**src/rtl/scan_pkg.sv**
```systemverilog
// Shared types and default widths for the frame-scan sequencer.
package scan_pkg;

    typedef enum logic [1:0] {
        IDLE,
        SCAN,
        DONE
    } scan_state_t;

    localparam int unsigned SCAN_XW  = 4;
    localparam int unsigned SCAN_YW  = 4;
    localparam int unsigned SCAN_FCW = 8;

endpackage

```
**src/rtl/scan_axis_counter.sv**
```systemverilog
// One axis of the scan cursor: counts 0..max, wraps to 0 on inc at max.
// Clear takes priority over increment.
module scan_axis_counter #(
    parameter int unsigned W = 4
) (
    input  logic         clk,
    input  logic         reset,
    input  logic         inc,
    input  logic         clr,
    input  logic [W-1:0] max,
    output logic [W-1:0] count,
    output logic         at_max
);

    logic [W-1:0] count_q, count_d;

    // Next count: clear, wrap or step.
    always_comb begin
        count_d = count_q;
        if (clr) begin
            count_d = '0;
        end else if (inc) begin
            count_d = at_max ? '0 : count_q + W'(1);
        end
    end

    // Count register.
    always_ff @(posedge clk or posedge reset) begin
        if (reset) begin
            count_q <= '0;
        end else begin
            count_q <= count_d;
        end
    end

    assign count  = count_q;
    assign at_max = (count_q == max);

endmodule

```
**src/rtl/scan_sequencer.sv**
```systemverilog
// Frame-scan controller: walks (x, y) over a programmable frame, one pixel per
// accepted beat, with start/abort control, done pulse and frame counter.
// Optional macro SCAN_SEQUENCER_CONTINUOUS_EN: start during DONE chains the next
// frame directly, leaving a single non-valid gap cycle.
module scan_sequencer
    import scan_pkg::*;
#(
    parameter int unsigned XW  = SCAN_XW,
    parameter int unsigned YW  = SCAN_YW,
    parameter int unsigned FCW = SCAN_FCW
) (
    input  logic           clk,
    input  logic           reset,
    input  logic           start,
    input  logic           abort,
    input  logic [XW-1:0]  h_max,
    input  logic [YW-1:0]  v_max,
    input  logic           pix_ready,
    output logic           pix_valid,
    output logic [XW-1:0]  pix_x,
    output logic [YW-1:0]  pix_y,
    output logic           line_last,
    output logic           frame_last,
    output logic           busy,
    output logic           frame_done,
    output logic [FCW-1:0] frame_count
);

    scan_state_t    state_q, state_d;
    logic [XW-1:0]  hm_q;
    logic [YW-1:0]  vm_q;
    logic [FCW-1:0] fc_q;
    logic           load;
    logic           transfer;
    logic           clr;
    logic           x_at_max, y_at_max;

    assign transfer = (state_q == SCAN) && pix_ready;
    // Abort or a new frame both restart the cursor at the origin.
    assign clr      = abort || load;

    // State register.
    always_ff @(posedge clk or posedge reset) begin
        if (reset) begin
            state_q <= IDLE;
        end else begin
            state_q <= state_d;
        end
    end

    // Next state and frame-size latch enable; abort overrides everything.
    always_comb begin
        state_d = state_q;
        load    = 1'b0;
        unique case (state_q)
            IDLE: begin
                if (start && !abort) begin
                    state_d = SCAN;
                    load    = 1'b1;
                end
            end
            SCAN: begin
                if (abort) begin
                    state_d = IDLE;
                end else if (transfer && x_at_max && y_at_max) begin
                    state_d = DONE;
                end
            end
            DONE: begin
`ifdef SCAN_SEQUENCER_CONTINUOUS_EN
                if (start && !abort) begin
                    state_d = SCAN;
                    load    = 1'b1;
                end else begin
                    state_d = IDLE;
                end
`else
                state_d = IDLE;
`endif
            end
            default: state_d = IDLE;
        endcase
    end

    // Outputs decoded from registered state and cursor.
    always_comb begin
        pix_valid  = (state_q == SCAN);
        busy       = (state_q != IDLE);
        frame_done = (state_q == DONE);
        line_last  = pix_valid && x_at_max;
        frame_last = line_last && y_at_max;
    end

    // Frame size is captured only when a scan is accepted.
    always_ff @(posedge clk or posedge reset) begin
        if (reset) begin
            hm_q <= '0;
            vm_q <= '0;
        end else if (load) begin
            hm_q <= h_max;
            vm_q <= v_max;
        end
    end

    // Completed-frame counter, bumped as DONE retires unless aborted.
    always_ff @(posedge clk or posedge reset) begin
        if (reset) begin
            fc_q <= '0;
        end else if (state_q == DONE && !abort) begin
            fc_q <= fc_q + FCW'(1);
        end
    end

    assign frame_count = fc_q;

    scan_axis_counter #(
        .W (XW)
    ) u_x_cnt (
        .clk    (clk),
        .reset  (reset),
        .inc    (transfer),
        .clr    (clr),
        .max    (hm_q),
        .count  (pix_x),
        .at_max (x_at_max)
    );

    // y steps only when a line completes.
    scan_axis_counter #(
        .W (YW)
    ) u_y_cnt (
        .clk    (clk),
        .reset  (reset),
        .inc    (transfer && x_at_max),
        .clr    (clr),
        .max    (vm_q),
        .count  (pix_y),
        .at_max (y_at_max)
    );

endmodule

```
**config.mk**
```make
export PLATFORM = sky130hd
export DESIGN_NAME = scan_sequencer
export DESIGN_NICKNAME = d
export VERILOG_FILES = /design/src/rtl/scan_pkg.sv /design/src/rtl/scan_axis_counter.sv /design/src/rtl/scan_sequencer.sv
export SDC_FILE = /design/constraint.sdc
export NUM_CORES = 1
export LEC_CHECK = 0
export BUFFER_PORTS_ARGS = -buffer_cell sky130_fd_sc_hd__buf_4
export CORE_MARGIN = 3
export CORE_UTILIZATION = 38
export CTS_BUF_LIST = sky130_fd_sc_hd__clkbuf_8
export DETAILED_ROUTE_END_ITERATION = 6
export GPL_TIMING_DRIVEN = 0
export SLEW_MARGIN = 15
export SYNTH_ARGS = -nofsm -noshare
export SYNTH_HDL_FRONTEND = slang
export SYNTH_SLANG_ARGS = --single-unit
export TNS_END_PERCENT = 1
```
**constraint.sdc**
```tcl
create_clock -name clk -period 2.1 [get_ports clk]
set_input_delay 0.42 -clock clk [delete_from_list [all_inputs] [get_ports clk]]
set_output_delay 0.42 -clock clk [all_outputs]
set_load 0.05 [all_outputs]
```
Word level (Yosys, flattened, before mapping) --
Cells that the tools add are included.
Storage, ports and cells: register bits 26, output and inout port bits 21, logic and storage cells 41
Cells by class: add/sub/neg operators 3, eq/ne operators 6, mux-type cells 12, reductions and logical operators 14
Operator list (number):
- 4-bit two-way mux | 6
- 4-bit by 1-bit adder with 4-bit output (second input constant) | 2
- 8-bit by 1-bit adder with 8-bit output (second input constant) | 1
- 4-bit equality test | 2
- 1-bit logical AND | 7
- 2-bit two-way mux | 3
- 2-bit nonzero test | 3
- 2-bit one-hot mux with 2 select lines | 1
- 3-bit by 2-bit != test with 1-bit output (second input constant) | 1
- 2-bit by 1-bit equality test with 1-bit output (second input constant) | 1
- 2-bit equality test (second input constant) | 1
- 2-bit zero test | 1
- 1-bit two-way mux | 2
- 2-bit != test (second input constant) | 1
- 2-bit AND reduction | 1
- 1-bit zero test | 1
- 1-bit logical OR | 1

Depth between registers and ports, before layout --
word-level depth 7, gate-level depth with buffers 5

Hierarchy --
From an unflattened synthesis, not the netlist that was laid out.
Unflattened totals: cell total of the unflattened synthesis 114, area, all modules 1365.1 µm²
By module, submodules not included:
- scan_sequencer | times used 1, cells each 60, area each 797.0 µm², seq. area each 450.4 µm²
- scan_axis_counter | times used 2, cells each 27, area each 284.0 µm², seq. area each 100.1 µm²

Worst setup path before layout --
OpenSTA, ideal clock, no wires.
path type register to output, start point register u_x_cnt.count_q[0] (netlist: u_x_cnt.count[0]), end point output frame_last, data arrival time 2.256 ns, required time 1.680 ns, slack -0.576 ns, stages on the path, launching flop included 4, cell sequence dfrtp_1 > xnor2_1 > nand4_2 > nor3_1
On the way: word-level cells in the longest chain between the ends 3
Ends and longest elaborated chain:
- start: declaration | RTL line scan_axis_counter.sv:15 | logic [W-1:0] count_q, count_d;
- start signal: assignment | RTL line scan_axis_counter.sv:32 | count_q <= count_d;
- 4-bit equality test | RTL line scan_axis_counter.sv:37 | assign at_max = (count_q == max);
- 1-bit logical AND | RTL line scan_sequencer.sv:90 | line_last = pix_valid && x_at_max;
- 1-bit logical AND | RTL line scan_sequencer.sv:91 | frame_last = line_last && y_at_max;
- end: declaration | RTL line scan_sequencer.sv:23 | output logic frame_last,
No other way between the ends.

Worst setup path in the final report --
start point register u_x_cnt.count_q[3] (netlist: u_x_cnt.count[3]), end point output frame_last
Same word-level chain as after synthesis.

==> reports/qor.txt <==
Worst Max-Slew Pin Slew: 0.9633 ns
Slew Limit Fails: 0
# H-tree levels: 1
Non-Filler Instances: 198
CTS tree: yes
Die Area: 4126 sq um
yosys warns: 0
period utilization: 0.9452
crit path kind: flop to primary output
FMAX: 0.5038 GHz
most common cell after layout, fill and taps aside: buf_4
Final Cell Area: 1685 sq um
first drt pass iteration count: 4
RD Place Congestion: 0.8047
dpl hpwl: 1.992 mm
Starting Density: 0.4087
Fin. Hold Viols: 0
footprint of the multi-input gates: 635.6 sq um
most frequent cells in the layout: 34 x buf_4, 26 x dfrtp_1, 13 x xnor2_1
synthesized net count: 131
vias in the first global route: 1,004
final WL: 2.649 mm
Pleak: 0.0007801 uW
VDD IR max: 0.2534 mV
#FFs+latches synth: 26
vias per cell: 5.030
syn_area_per_cell: 11.21 sq um
final setup skew: 0.005968 ns
core box area: 3153 sq um
ys flop type: dfrtp_1
# DRC: 0
crit path max fanout: 5
first-pass GRT wire length: 4.602 mm
Logic pwr share: 0.201
final setup vio count: 0
Slew headroom: 0.3571
Post-synth EDFFs: 0
fin nets: 171
dpl cells: 192
layout cells sized above 1: 0.3831
Layout area overhead: 30.78%
IO buf count: 33
Ports: 34
Switching Share: 0.2738
gr ovfl total: 0
DIE HEIGHT: 64.24 um
Worst-path clk slew: 0.09 ns
placed cell area: 1597 sq um
CP Capture Type: primary output
ys async rst share: 1.000
Post-Syn Instances: 115
Yosys top cell by area: dfrtp_1
Num CTS Buffers: 3
Root Driver: clkbuf_8
Synth area leaders: dfrtp_1 50%, xnor2_1 10%, mux2_2 7.9%
sequential share of the synthesized area: 0.5049
Hold Buf Count CTS: 0
initial antenna violation count: 0
internal cell power: 813.2 uW
total track usage: 0.1414
fin crit period: 1.985 ns
Worst EP arrival: 1.57 ns
largest net degree at the start of global routing: 27
CTS max path bufs: 2
routed len/inst: 13.38 um
row count: 20
Yosys top cell area share: 0.5049
die width: 64.24 um
via count: 996
RSZ-0062 raised after global routing: false
power per standard cell area: 664.4 nW/um^2
status: finished, final reports clean
worst skew pair latency: 0.27 ns
clock network fraction of total power: 0.287
synthesized area: 1289 sq um
number of fill cells: 316
Crit path required time: 1.68 ns
Hold Slack: 0.3548 ns
NetSw: 306.6 uW
initial DRC count: 37
Max Cap Violations: 0
Worst Hold Class: input port to flop
Design Power: 1120 uW
CP startpoint kind: flop
fin util: 0.5345
n_diodes: 0
antenna-violating nets left: 0
# clock sinks: 26
Sequential Power Share: 0.512
FF/Latch Area: 650.6 sq um
Synth cell types: 32
==> kinds of logic after synthesis <==
| logic type | after synthesis | share of synthesized area |
|---|---|---|
| compound gates | 13 | 0.06894 |
| xor+xnor | 17 | 0.1155 |
| fa+ha+maj | 3 | 0.02913 |
| buf+inv | 6 | 0.01747 |
| flops | 26 | 0.5049 |
| mux | 9 | 0.07864 |
| simple gates | 41 | 0.1855 |
==> area by class of cell <==
| class | count | area share |
|---|---|---|
| well taps | 44 | 0.03267 |
| clock buffers | 4 | 0.03267 |
| multi-input cells | 83 | 0.3771 |
| repair buffers | 35 | 0.1581 |
| inverters | 5 | 0.01114 |
| plain buffers | 1 | 0.002227 |
| flip-flops and latches | 26 | 0.3860 |
==> path summary, 6_finish.rpt <==
kind                                         startpoint                         end  slack [ns]  cells past startpoint
min in group asynchronous                         reset      state_q[1]$_DFFE_PP0P_        0.37                      2
max                        u_x_cnt.count[3]$_DFFE_PP0P_                  frame_last        0.11                      4
max reg2reg                u_x_cnt.count[3]$_DFFE_PP0P_      state_q[0]$_DFFE_PP0P_        0.34                      5
min                                               abort      state_q[1]$_DFFE_PP0P_        0.35                      2
max in group asynchronous                         reset  frame_count[5]$_DFFE_PP0P_        1.14                      2
min reg2reg                  frame_count[7]$_DFFE_PP0P_  frame_count[7]$_DFFE_PP0P_        0.48                      1
==> power groups by stage <==
stage	registers (uW)	clock network (uW)	logic, uW
global placement	580	0	207
CTS	572	333	218
floorplan	581	0	149
finish	574	321	225
global route	581	356	248
detailed placement	582	0	213
==> cell usage after synthesis, types with 2 or more instances <==
cell type  instances
xnor2_1           15
nand4_1            5
dfrtp_1           26
o21ai_0            2
mux2_2             9
nand2_1            7
nor3_1             6
a32o_1             2
a211o_1            2
xor2_1             2
inv_1              4
ha_1               3
nand3_1            4
a21oi_1            4
a21o_1             2
nor2_1             6
==> timing repair <==
| item | CTS | global route |
|---|---|---|
| endpoints found under the setup margin | 2 | 1 |
| setup buffers | 1 | 1 |
| pin swaps | 1 | 1 |
| gates resized for setup | 0 | 3 |
| endpoints found under the hold margin | 0 | 0 |
==> worst max-delay path: stages (launching register included) <==
cell	delay [ns]
dfrtp_1	0.44
xnor2_1	0.27
nand4_2	0.19
nor3_2	0.21
buf_6	0.18
==> metrics by stage <==
stage | setup slack (ns) | TNS, ns
after floorplan | -0.1530 | -0.3058
after global placement | 0.2798 | 0
after CTS | 0.06850 | 0
after detailed placement | 0.2340 | 0
after global routing | 0.008773 | 0
final | 0.1150 | 0
==> routing by layer <==
metal	up-vias	global-route usage	wire (um)
li1	489	-	-
met1	481	0.1911	1210
met2	24	0.2271	1269
met3	2	0.03163	151
met4	0	0.03958	18
met5	-	0	0
==> flip-flops by register name, indices dropped and copies added, names as in the netlist <==
signal,cells
state_q,2
hm_q,4
vm_q,4
u_y_cnt.count,4
frame_count,8
u_x_cnt.count,4
(Power assumes the default switching activity.)
